--- src/rtl/vga_pkg.sv ---
// Shared character codes and text-buffer state encoding used by the VGA text
// path and the game text buffer.
package vga_pkg;

   localparam int VGA_CODE_W = 7;

   localparam logic [VGA_CODE_W-1:0] SPACE  = 7'h20;
   localparam logic [VGA_CODE_W-1:0] CHAR_0 = 7'h30;
   localparam logic [VGA_CODE_W-1:0] CHAR_A = 7'h41;

   typedef enum logic [1:0] {
      TXT_IDLE,
      TXT_CLEAR,
      TXT_REVEAL
   } text_buf_state_t;

endpackage

--- src/rtl/game_text_ram.sv ---
// Single write port, synchronous read-first character storage for the game
// text buffer; written so synthesis can map it to distributed or block RAM.
module game_text_ram #(
   parameter int DEPTH  = 128,
   parameter int CODE_W = 7,
   parameter int ADDR_W = $clog2(DEPTH)
) (
   input  logic              clk,
   input  logic              we,
   input  logic [ADDR_W-1:0] waddr,
   input  logic [CODE_W-1:0] wdata,
   input  logic [ADDR_W-1:0] raddr,
   output logic [CODE_W-1:0] rdata
);

   logic [CODE_W-1:0] mem [DEPTH];

   // Read and write share one clock edge; the read sees the pre-write contents.
   always_ff @(posedge clk) begin
      if (we) begin
         mem[waddr] <= wdata;
      end
      rdata <= mem[raddr];
   end

endmodule

--- src/rtl/game_text_buffer.sv ---
// Run-time writable on-screen text buffer with a self-clearing engine and a
// tick-paced typewriter reveal; read port is {row, col} in, code out 1 cycle later.
module game_text_buffer
   import vga_pkg::*;
#(
   parameter int    COLS   = 16,
   parameter int    ROWS   = 8,
   parameter int    CODE_W = 7,
   localparam int   COL_W  = $clog2(COLS),
   localparam int   ROW_W  = $clog2(ROWS),
   localparam int   DEPTH  = ROWS * COLS,
   localparam int   IDX_W  = $clog2(DEPTH + 1)
) (
   input  logic                   clk,
   input  logic                   rst,
   input  logic [ROW_W+COL_W-1:0] char_xy,
   output logic [CODE_W-1:0]      char_code,
   input  logic                   wr_en,
   input  logic [ROW_W+COL_W-1:0] wr_xy,
   input  logic [CODE_W-1:0]      wr_code,
   input  logic                   clr_start,
   input  logic                   reveal_start,
   input  logic                   tick,
   output logic                   busy,
   output logic                   reveal_done
);

   localparam int ADDR_W = $clog2(DEPTH);

   text_buf_state_t   state;
   logic [IDX_W-1:0]  clr_cnt;
   logic [IDX_W-1:0]  reveal_cnt;

   logic              ram_we;
   logic [ADDR_W-1:0] ram_waddr;
   logic [CODE_W-1:0] ram_wdata;
   logic [ADDR_W-1:0] ram_raddr_p0;
   logic [CODE_W-1:0] ram_q_p1;
   logic              vld_p1;
   logic              zero_p1;

   function automatic logic in_range(input logic [ROW_W+COL_W-1:0] xy);
      logic [ROW_W-1:0] row;
      logic [COL_W-1:0] col;
      row = xy[ROW_W+COL_W-1:COL_W];
      col = xy[COL_W-1:0];
      return (int'(row) < ROWS) && (int'(col) < COLS);
   endfunction

   function automatic logic [IDX_W-1:0] to_idx(input logic [ROW_W+COL_W-1:0] xy);
      logic [ROW_W-1:0] row;
      logic [COL_W-1:0] col;
      row = xy[ROW_W+COL_W-1:COL_W];
      col = xy[COL_W-1:0];
      return IDX_W'(int'(row) * COLS + int'(col));
   endfunction

   // Control FSM; busy and reveal_done are updated together with each transition.
   always_ff @(posedge clk) begin
      if (rst) begin
         state       <= TXT_CLEAR;
         clr_cnt     <= '0;
         reveal_cnt  <= IDX_W'(DEPTH);
         busy        <= 1'b1;
         reveal_done <= 1'b0;
      end else begin
         case (state)
            TXT_CLEAR: begin
               clr_cnt <= clr_cnt + 1'b1;
               if (clr_cnt == IDX_W'(DEPTH - 1)) begin
                  state       <= TXT_IDLE;
                  busy        <= 1'b0;
                  reveal_done <= 1'b1;
               end
            end
            TXT_IDLE: begin
               if (clr_start) begin
                  state       <= TXT_CLEAR;
                  clr_cnt     <= '0;
                  reveal_cnt  <= IDX_W'(DEPTH);
                  busy        <= 1'b1;
                  reveal_done <= 1'b0;
               end else if (reveal_start) begin
                  state       <= TXT_REVEAL;
                  reveal_cnt  <= '0;
                  reveal_done <= 1'b0;
               end
            end
            TXT_REVEAL: begin
               if (clr_start) begin
                  state       <= TXT_CLEAR;
                  clr_cnt     <= '0;
                  reveal_cnt  <= IDX_W'(DEPTH);
                  busy        <= 1'b1;
               end else if (reveal_start) begin
                  reveal_cnt <= '0;
               end else if (tick) begin
                  reveal_cnt <= reveal_cnt + 1'b1;
                  if (reveal_cnt == IDX_W'(DEPTH - 1)) begin
                     state       <= TXT_IDLE;
                     reveal_done <= 1'b1;
                  end
               end
            end
            default: begin
               state       <= TXT_CLEAR;
               clr_cnt     <= '0;
               reveal_cnt  <= IDX_W'(DEPTH);
               busy        <= 1'b1;
               reveal_done <= 1'b0;
            end
         endcase
      end
   end

   // The clear engine owns the write port while clearing; user writes otherwise.
   always_comb begin
      ram_we    = 1'b0;
      ram_waddr = ADDR_W'(to_idx(wr_xy));
      ram_wdata = wr_code;
      if (state == TXT_CLEAR) begin
         ram_we    = 1'b1;
         ram_waddr = ADDR_W'(clr_cnt);
         ram_wdata = CODE_W'(SPACE);
      end else if (wr_en && in_range(wr_xy)) begin
         ram_we = 1'b1;
      end
   end

   assign ram_raddr_p0 = in_range(char_xy) ? ADDR_W'(to_idx(char_xy)) : '0;

   game_text_ram #(
      .DEPTH  (DEPTH),
      .CODE_W (CODE_W),
      .ADDR_W (ADDR_W)
   ) u_ram (
      .clk   (clk),
      .we    (ram_we),
      .waddr (ram_waddr),
      .wdata (ram_wdata),
      .raddr (ram_raddr_p0),
      .rdata (ram_q_p1)
   );

   // p0 -> p1: mask decision captured on the same edge as the RAM read.
   always_ff @(posedge clk) begin
      zero_p1 <= rst;
      vld_p1  <= in_range(char_xy) && (state != TXT_CLEAR) &&
                 (to_idx(char_xy) < reveal_cnt);
   end

   assign char_code = zero_p1 ? '0 : (vld_p1 ? ram_q_p1 : CODE_W'(SPACE));

endmodule

--- config.mk ---
export PLATFORM = sky130hd
export DESIGN_NAME = game_text_buffer
export DESIGN_NICKNAME = d
export VERILOG_FILES = /design/src/rtl/vga_pkg.sv /design/src/rtl/game_text_ram.sv /design/src/rtl/game_text_buffer.sv
export SDC_FILE = /design/constraint.sdc
export NUM_CORES = 1
export LEC_CHECK = 0
export ABC_AREA = 1
export CAP_MARGIN = 5
export CORE_ASPECT_RATIO = 0.9
export CORE_MARGIN = 2
export CORE_UTILIZATION = 50
export DETAILED_ROUTE_END_ITERATION = 6
export GPL_ROUTABILITY_DRIVEN = 0
export PLACE_DENSITY = 0.66
export SLEW_MARGIN = 20
export SYNTH_ARGS = -nofsm -noshare
export SYNTH_HDL_FRONTEND = slang
export SYNTH_SLANG_ARGS = --single-unit
--- constraint.sdc ---
create_clock -name clk -period 6.3 [get_ports clk]
set_input_delay 1.26 -clock clk [delete_from_list [all_inputs] [get_ports clk]]
set_output_delay 1.26 -clock clk [all_outputs]
set_load 0.01 [all_outputs]
==> metrics.md, run 1 <==
| Metric | Value |
|---|---|
| Worst slew pin tran | 1120 ps |
| Cell count after synthesis | 3354 |
| Clock sink count | 925 |
| Maxcap violations | 0 |
| CP Cell Sequence | inv_1, ha_1, buf_4, inv_2, or2_1, o21ai_2, inv_2, nor2_4, nand3_2, nor2_1 |
| Post-synth EDFFs | 896 |
| Share of the synthesized area in the top cell type | 70.0% |
| Crit Path Class | register to register |
| Antenna Nets Post-Route | 0 |
| Crit Reg-Reg Startpoint | state[1]$_SDFFE_PP0P_ |
| Peak VDD IR | 0.478 mV |
| ANT cells | 0 |
| Starting DRT DRC Count | 3392 |
| Port buffer count | 35 |
| Max Fclk | 275 MHz |
| Syn avg cell area | 11.5 µm² |
| Outcome | finished, final reports clean |
| Num CTS Buffers | 93 |
| Leak pwr | 15.0 nW |
| Largest net degree at the start of global routing | 154 |
| RSZ-0062 raised after global routing | false |
| Initial Util | 50.5% |
| IO Count | 36 |
| Htree depth | 3 |
| Post-DP HPWL | 53100 µm |
| Post-synth top cells | nand2_1 (1094), edfxtp_1 (896), nand3_1 (822) |
| CP max-delay cell | nor2_1 |
| Residual DRC | 0 |
| Clk buf depth | 3 |
| CP Max Fanout | 21 |
| Post-synth top area cell | edfxtp_1 |
| Nets@finish | 3356 |
| Synth Flop Type | edfxtp_1 |
| Gr ovfl total | 0 |
| Tmin final | 3630 ps |
| Reg2Reg Setup Slack | 2670 ps |
| Final Hold Violating Endpoints | 0 |
| Required time of the worst setup path | 6570 ps |
| Post-synthesis net count | 3393 |
| Die height | 267 µm |
| Post-placement cell count | 4251 |
| Period utilization | 57.6% |
| Max incr delay on CP | 850 ps |
| Cells on worst reg2reg path | 10 |
| Initial antenna violation count | 2 |
| Post-synthesis sequential area ratio | 71.5% |
| Pins Over Slew Limit | 0 |
| Tot GR Track Use | 25.0% |
| Routed len/inst | 22.0 µm |
| Area delta synth->final | 10.1% |
| Clock latency on the worst-skew pair | 650 ps |
| CTS resizes | 0 |
| Vias/cell | 5.74 |
| Setup TNS | 0 ps |
| Arrival time at the worst endpoint | 3900 ps |
| Num rows | 96 |
| Synthesis-stage register bit count | 925 |
| Most common cell in the netlist | nand2_1 |
| Hold wc startpoint | clr_cnt[7]$_SDFFE_PP0P_ |
| Core footprint | 76200 µm² |
| Final setup margin | 2670 ps |
| Critical R2R Capture | u_ram.mem[121][6]$_DFFE_PP_ |
| Hold Crit Class | register to register |
| Synthesized cell area | 38400 µm² |
| Setup violators final | 0 |
| Finished Layout Cells | 4422 |
| Yosys warning count | 0 |
| Postcts setup bufs | 0 |
| CP endpoint kind | register |
| Crit start category | register |
| Asr flop ratio synth | 0% |
| Synth area leaders | edfxtp_1 (70%), nand3_1 (11%), nand2_1 (11%), nor2_1 (1.5%), dfxtp_1 (1.5%) |
| Layout cells sized above 1 | 6.48% |
| Multi-input gate area | 9580 µm² |
| Pwr dens | 376 nW/µm² |
| Clk root buf | clkbuf_16 |
| Final wirelength | 97500 µm |
| CTS tree | done |
| DRT Pass-1 Iters | 6 |
| Die Width | 296 µm |
| Via count | 25400 |
| First-pass GRT wire length | 148000 µm |
| Endpoint with the worst hold slack | clr_cnt[7]$_SDFFE_PP0P_ |
| Cell variety after synth | 37 |
| Worst hold stages | 1 |
| Max_slew headroom | 25.1% |
| Layout Skew | 19.7 ps |
| Die footprint | 79100 µm² |
| Crit path top cell by count | inv_2 |
| # hold bufs at CTS | 0 |
| # fillers | 6429 |
| FF/Latch Area | 27500 µm² |
| Dpl ws | 2050 ps |
| Vias in the first global route | 24000 |
| Clock-pin transition on the worst setup and hold timing paths | 60 ps |
==> layout by cell type, fill, tap and decap left out, drive strengths merged, types with 29 or more instances in the layout <==
| master | netlist | final |
|---|---|---|
| nor2 | 165 | 165 |
| clkdlybuf4s50 | 0 | 31 |
| nand3 | 825 | 825 |
| edfxtp | 896 | 896 |
| nand2 | 1096 | 1096 |
| dfxtp | 29 | 29 |
| inv | 58 | 60 |
| clkinv | 1 | 38 |
| clkbuf | 21 | 126 |
| buf | 182 | 39 |
==> worst max-delay path, delay by kind of cell, from the launching register on <==
kind            cells  cell delay [ps]
compound gates      1              120
fa+ha+maj           1              150
buf+inv             4              740
flops               1              340
simple gates        4             1870
==> logic make-up (layout without fill, tap and decap cells) <==
logic type	count (synthesis)	after routing	share of synthesized area (%)
adders and majority gates	12	12	0.391
and+or+nand+nor	2110	2110	23.6
AOI/OAI and AO/OA	45	45	0.710
DFF	925	925	71.5
buffers and inverters	262	301	3.73
==> cell type report <==
type,count,area share [%]
clock buffers,125,6.15
clock inverters,46,0.873
inverters,59,0.586
multi-input cells,2167,22.6
flip-flops and latches,925,65.0
well taps,1029,3.04
repair buffers,71,1.71
==> stage by stage <==
stage / total power, mW / hold WS, ps / util [%] / instance area (µm²)
global route: 16.4 / 479 / 55.5 / 42300
global placement: 10.6 / 437 / 51.6 / 39300
detailed placement: 10.6 / 439 / 51.6 / 39300
floorplan: 9.46 / 422 / - / 38400
CTS: 15.9 / 448 / 55.5 / 42300
finish: 15.9 / 446 / 55.5 / 42300
==> registers in the layout, indices dropped and copies added, names as in the netlist <==
name         count
busy             1
reveal_done      1
vld_p1           1
u_ram.rdata      7
state            2
clr_cnt          8
reveal_cnt       8
u_ram.mem      896
zero_p1          1
==> worst max-delay path by stage <==
stage / startpoint / slack [ps] / depth (start not counted) / endpoint
6_report: state[1]$_SDFFE_PP0P_ / 2670 / 10 / u_ram.mem[121][6]$_DFFE_PP_
2_1_floorplan: wr_code[0] / 1220 / 2 / u_ram.mem[0][0]$_DFFE_PP_
3_5_place_dp: char_xy[0] / 2050 / 13 / u_ram.rdata[4]$_DFF_P_
5_1_grt: state[1]$_SDFFE_PP0P_ / 2430 / 10 / u_ram.mem[0][5]$_DFFE_PP_
4_1_cts: state[1]$_SDFFE_PP0P_ / 2680 / 10 / u_ram.mem[121][6]$_DFFE_PP_
3_3_place_gp: wr_xy[1] / 2100 / 6 / u_ram.mem[24][4]$_DFFE_PP_
==> layer usage <==
layer	global-route usage, %	wire length, µm	share of wire, %	vias up
met5	0	12	0.012	-
met4	7.30	2370	2.4	2
met3	4.29	9530	9.8	170
met2	37.4	43900	45	1211
met1	37.5	41700	43	12300
li1	-	-	-	11700
==> where the power goes <==
group / internal (mW) / total (mW) / switching, mW
logic: 0.469 / 2.74 / 2.28
clock network: 3.10 / 5.41 / 2.31
registers: 7.66 / 7.75 / 0.0862
total: 11.2 / 15.9 / 4.67
No activity file was read; power rests on OpenSTA's default activity.
==> run 2: changes to the inputs <==
--- a/config.mk
+++ b/config.mk
@@ -12,7 +12,7 @@
 export CORE_UTILIZATION = 50
 export DETAILED_ROUTE_END_ITERATION = 6
 export GPL_ROUTABILITY_DRIVEN = 0
-export PLACE_DENSITY = 0.66
+export PLACE_DENSITY = 0.68
 export SLEW_MARGIN = 20
 export SYNTH_ARGS = -nofsm -noshare
 export SYNTH_HDL_FRONTEND = slang
==> constraint.sdc (replaced) <==
create_clock -name clk -period 3.15 [get_ports clk]
set_input_delay 0.63 -clock clk [delete_from_list [all_inputs] [get_ports clk]]
set_output_delay 0.63 -clock clk [all_outputs]
set_load 0.01 [all_outputs]
==> run 2 against run 1 <==
Against the previous run: non-clock buffer count up 128; die area unchanged; total power up 100%; worst hold slack better by 5.8 ps; setup slack worse by 2400 ps; clock skew down 4.9 ps; critical endpoint is now u_ram.mem[57][0]$_DFFE_PP_; routed wire length down 0.52%; highest routed layer is now met4; largest power group unchanged.
==> metrics.md, run 2 (synthesis gave the netlist of run 1 again) <==
| Metric | Value |
|---|---|
| Final core occ | 57.1% |
| Htree depth | 3 |
| Postcts setup bufs | 0 |
| Multi-input gate area | 9550 µm² |
| Final Hold Violating Endpoints | 0 |
| Port buffer count | 35 |
| Clk root buf | clkbuf_16 |
| Post-placement cell count | 4379 |
| Max Fclk | 352 MHz |
| Max_slew headroom | 40.9% |
| CP Max Fanout | 12 |
| Commonest non-fill, non-tap cells in the layout | nand2_1 (1094), edfxtp_1 (896), nand3_1 (822), nor2_1 (151), buf_4 (127) |
| Switch share | 29.2% |
| Dpl ws | 229 ps |
| CP endpoint kind | register |
| FF/Latch Area | 27500 µm² |
| Design Power | 32.2 mW |
| Vias in the first global route | 24500 |
| Num CTS Buffers | 92 |
| Clk buf depth | 3 |
| Residual DRC | 0 |
| First-pass GRT wire length | 148000 µm |
| CP Cell Sequence | inv_1, ha_1, buf_4, o21ai_2, inv_6, nor2_4, nand3_2, buf_4, nor2_1 |
| Antenna Nets Post-Route | 0 |
| Post-DP HPWL | 58500 µm |
| Psw | 9.38 mW |
| RSZ-0062 raised after global routing | false |
| Pwr dens | 740 nW/µm² |
| Cells on worst reg2reg path | 9 |
| Pins Over Slew Limit | 0 |
| Biggest register | u_ram.mem |
| Setup violators final | 0 |
| Outcome | finished, final reports clean |
| Cell Int Power | 22.8 mW |
| Clock sink count | 925 |
| Worst hold margin | 452 ps |
| CTS tree | done |
| Endpoint with the worst hold slack | reveal_done$_SDFFE_PP0P_ |
| Flop pwr share | 48.1% |
| Via count | 25800 |
| Required time of the worst setup path | 3420 ps |
| Area delta synth->final | 13.1% |
| Layout Skew | 14.8 ps |
| Arrival time at the worst endpoint | 3110 ps |
| Crit path top cell by count | buf_4 |
| Peak VDD IR | 0.659 mV |
| IO Count | 36 |
| Biggest regs | u_ram.mem: 896 flops, clr_cnt: 8 flops, reveal_cnt: 8 flops |
| Die Width | 296 µm |
| CTS resizes | 0 |
| Crit Reg-Reg Startpoint | state[1]$_SDFFE_PP0P_ |
| Initial Util | 50.5% |
| # fillers | 6169 |
| Num rows | 96 |
| Routed len/inst | 21.3 µm |
| Finished Layout Cells | 4544 |
| Commonest non-fill, non-tap cell in the layout | nand2_1 |
| Largest register FFs | 896 |
| ANT cells | 0 |
| Maxcap violations | 0 |
| Clock-pin transition on the worst setup and hold timing paths | 60 ps |
| Vias/cell | 5.68 |
| Clock latency on the worst-skew pair | 630 ps |
| Clock Power Share | 32.4% |
| Worst hold stages | 2 |
| Crit Path Class | register to register |
| Leak pwr | 15.8 nW |
| Gr ovfl total | 0 |
| Final Cell Area | 43500 µm² |
| Hold Crit Class | register to register |
| Post-DP Area | 40600 µm² |
| Die footprint | 79100 µm² |
| Starting DRT DRC Count | 3203 |
| Period utilization | 90.2% |
| Tot GR Track Use | 24.8% |
| Final wirelength | 97000 µm |
| Worst slew pin tran | 887 ps |
| Layout cells sized above 1 | 9.50% |
| Initial antenna violation count | 0 |
| Final setup margin | 310 ps |
| Max incr delay on CP | 510 ps |
| Setup TNS | 0 ps |
| Nets@finish | 3483 |
| Die height | 267 µm |
| Largest net degree at the start of global routing | 158 |
| Crit start category | register |
| Reg2Reg Setup Slack | 310 ps |
| CP max-delay cell | nor2_1 |
| Combinational Power Share | 19.5% |
| DRT Pass-1 Iters | 6 |
| Hold wc startpoint | reveal_done$_SDFFE_PP0P_ |
| Core footprint | 76200 µm² |
| Tmin final | 2840 ps |
| Critical R2R Capture | u_ram.mem[57][0]$_DFFE_PP_ |
| # hold bufs at CTS | 0 |
-- run 2: cell types whose count changed in the layout (fill, tap and decap cells not counted), sizes merged --
cell / delta
bufinv: -1
clkbuf: -5
inv: -1
buf: +129
-- run 2: worst max-delay path: cells and delay by family, from the launching register on --
family                   cells  cell delay (ps)
buffers and inverters        4              680
flip-flops                   1              370
AO/OA/AOI/OAI                1              450
adder cells (fa/ha/maj)      1              250
AND/OR/NAND/NOR              3              720
-- run 2: final cells by class --
class | instances | share of cell area, %
inverters | 59 | 0.570
clock inverters | 44 | 0.711
clock buffers | 121 | 5.83
repair buffers | 199 | 4.73
multi-input cells | 2167 | 22.0
flip-flops and latches | 925 | 63.2
well taps | 1029 | 2.96
-- run 2: worst max-delay path by stage --
stage	end	cells past startpoint	slack [ps]	from
2_1_floorplan	u_ram.mem[0][0]$_DFFE_PP_	5	-200	state[1]$_SDFFE_PP0P_
3_3_place_gp	u_ram.mem[7][5]$_DFFE_PP_	8	220	wr_xy[5]
3_5_place_dp	u_ram.mem[57][0]$_DFFE_PP_	7	230	wr_xy[1]
4_1_cts	u_ram.mem[57][1]$_DFFE_PP_	9	330	state[1]$_SDFFE_PP0P_
5_1_grt	u_ram.mem[57][1]$_DFFE_PP_	9	170	state[1]$_SDFFE_PP0P_
6_report	u_ram.mem[57][0]$_DFFE_PP_	9	310	state[1]$_SDFFE_PP0P_
-- run 2: power by group through the flow --
stage	Clock, mW	Sequential, mW	Combinational [mW]
global placement	0	15.7	6.14
finish	10.4	15.5	6.28
global route	11.0	15.5	6.70
detailed placement	0	15.7	6.22
CTS	10.5	15.5	6.23
floorplan	0	15.8	3.08
-- run 2: routing by layer --
metal  vias up  track usage [%]  part of all wire [%]
met1     12300             36.2                    41
met2      1360             38.0                    45
li1      11900                -                     -
met4         0             7.04                   2.7
met5         -                0                     0
met3       193             4.71                    10
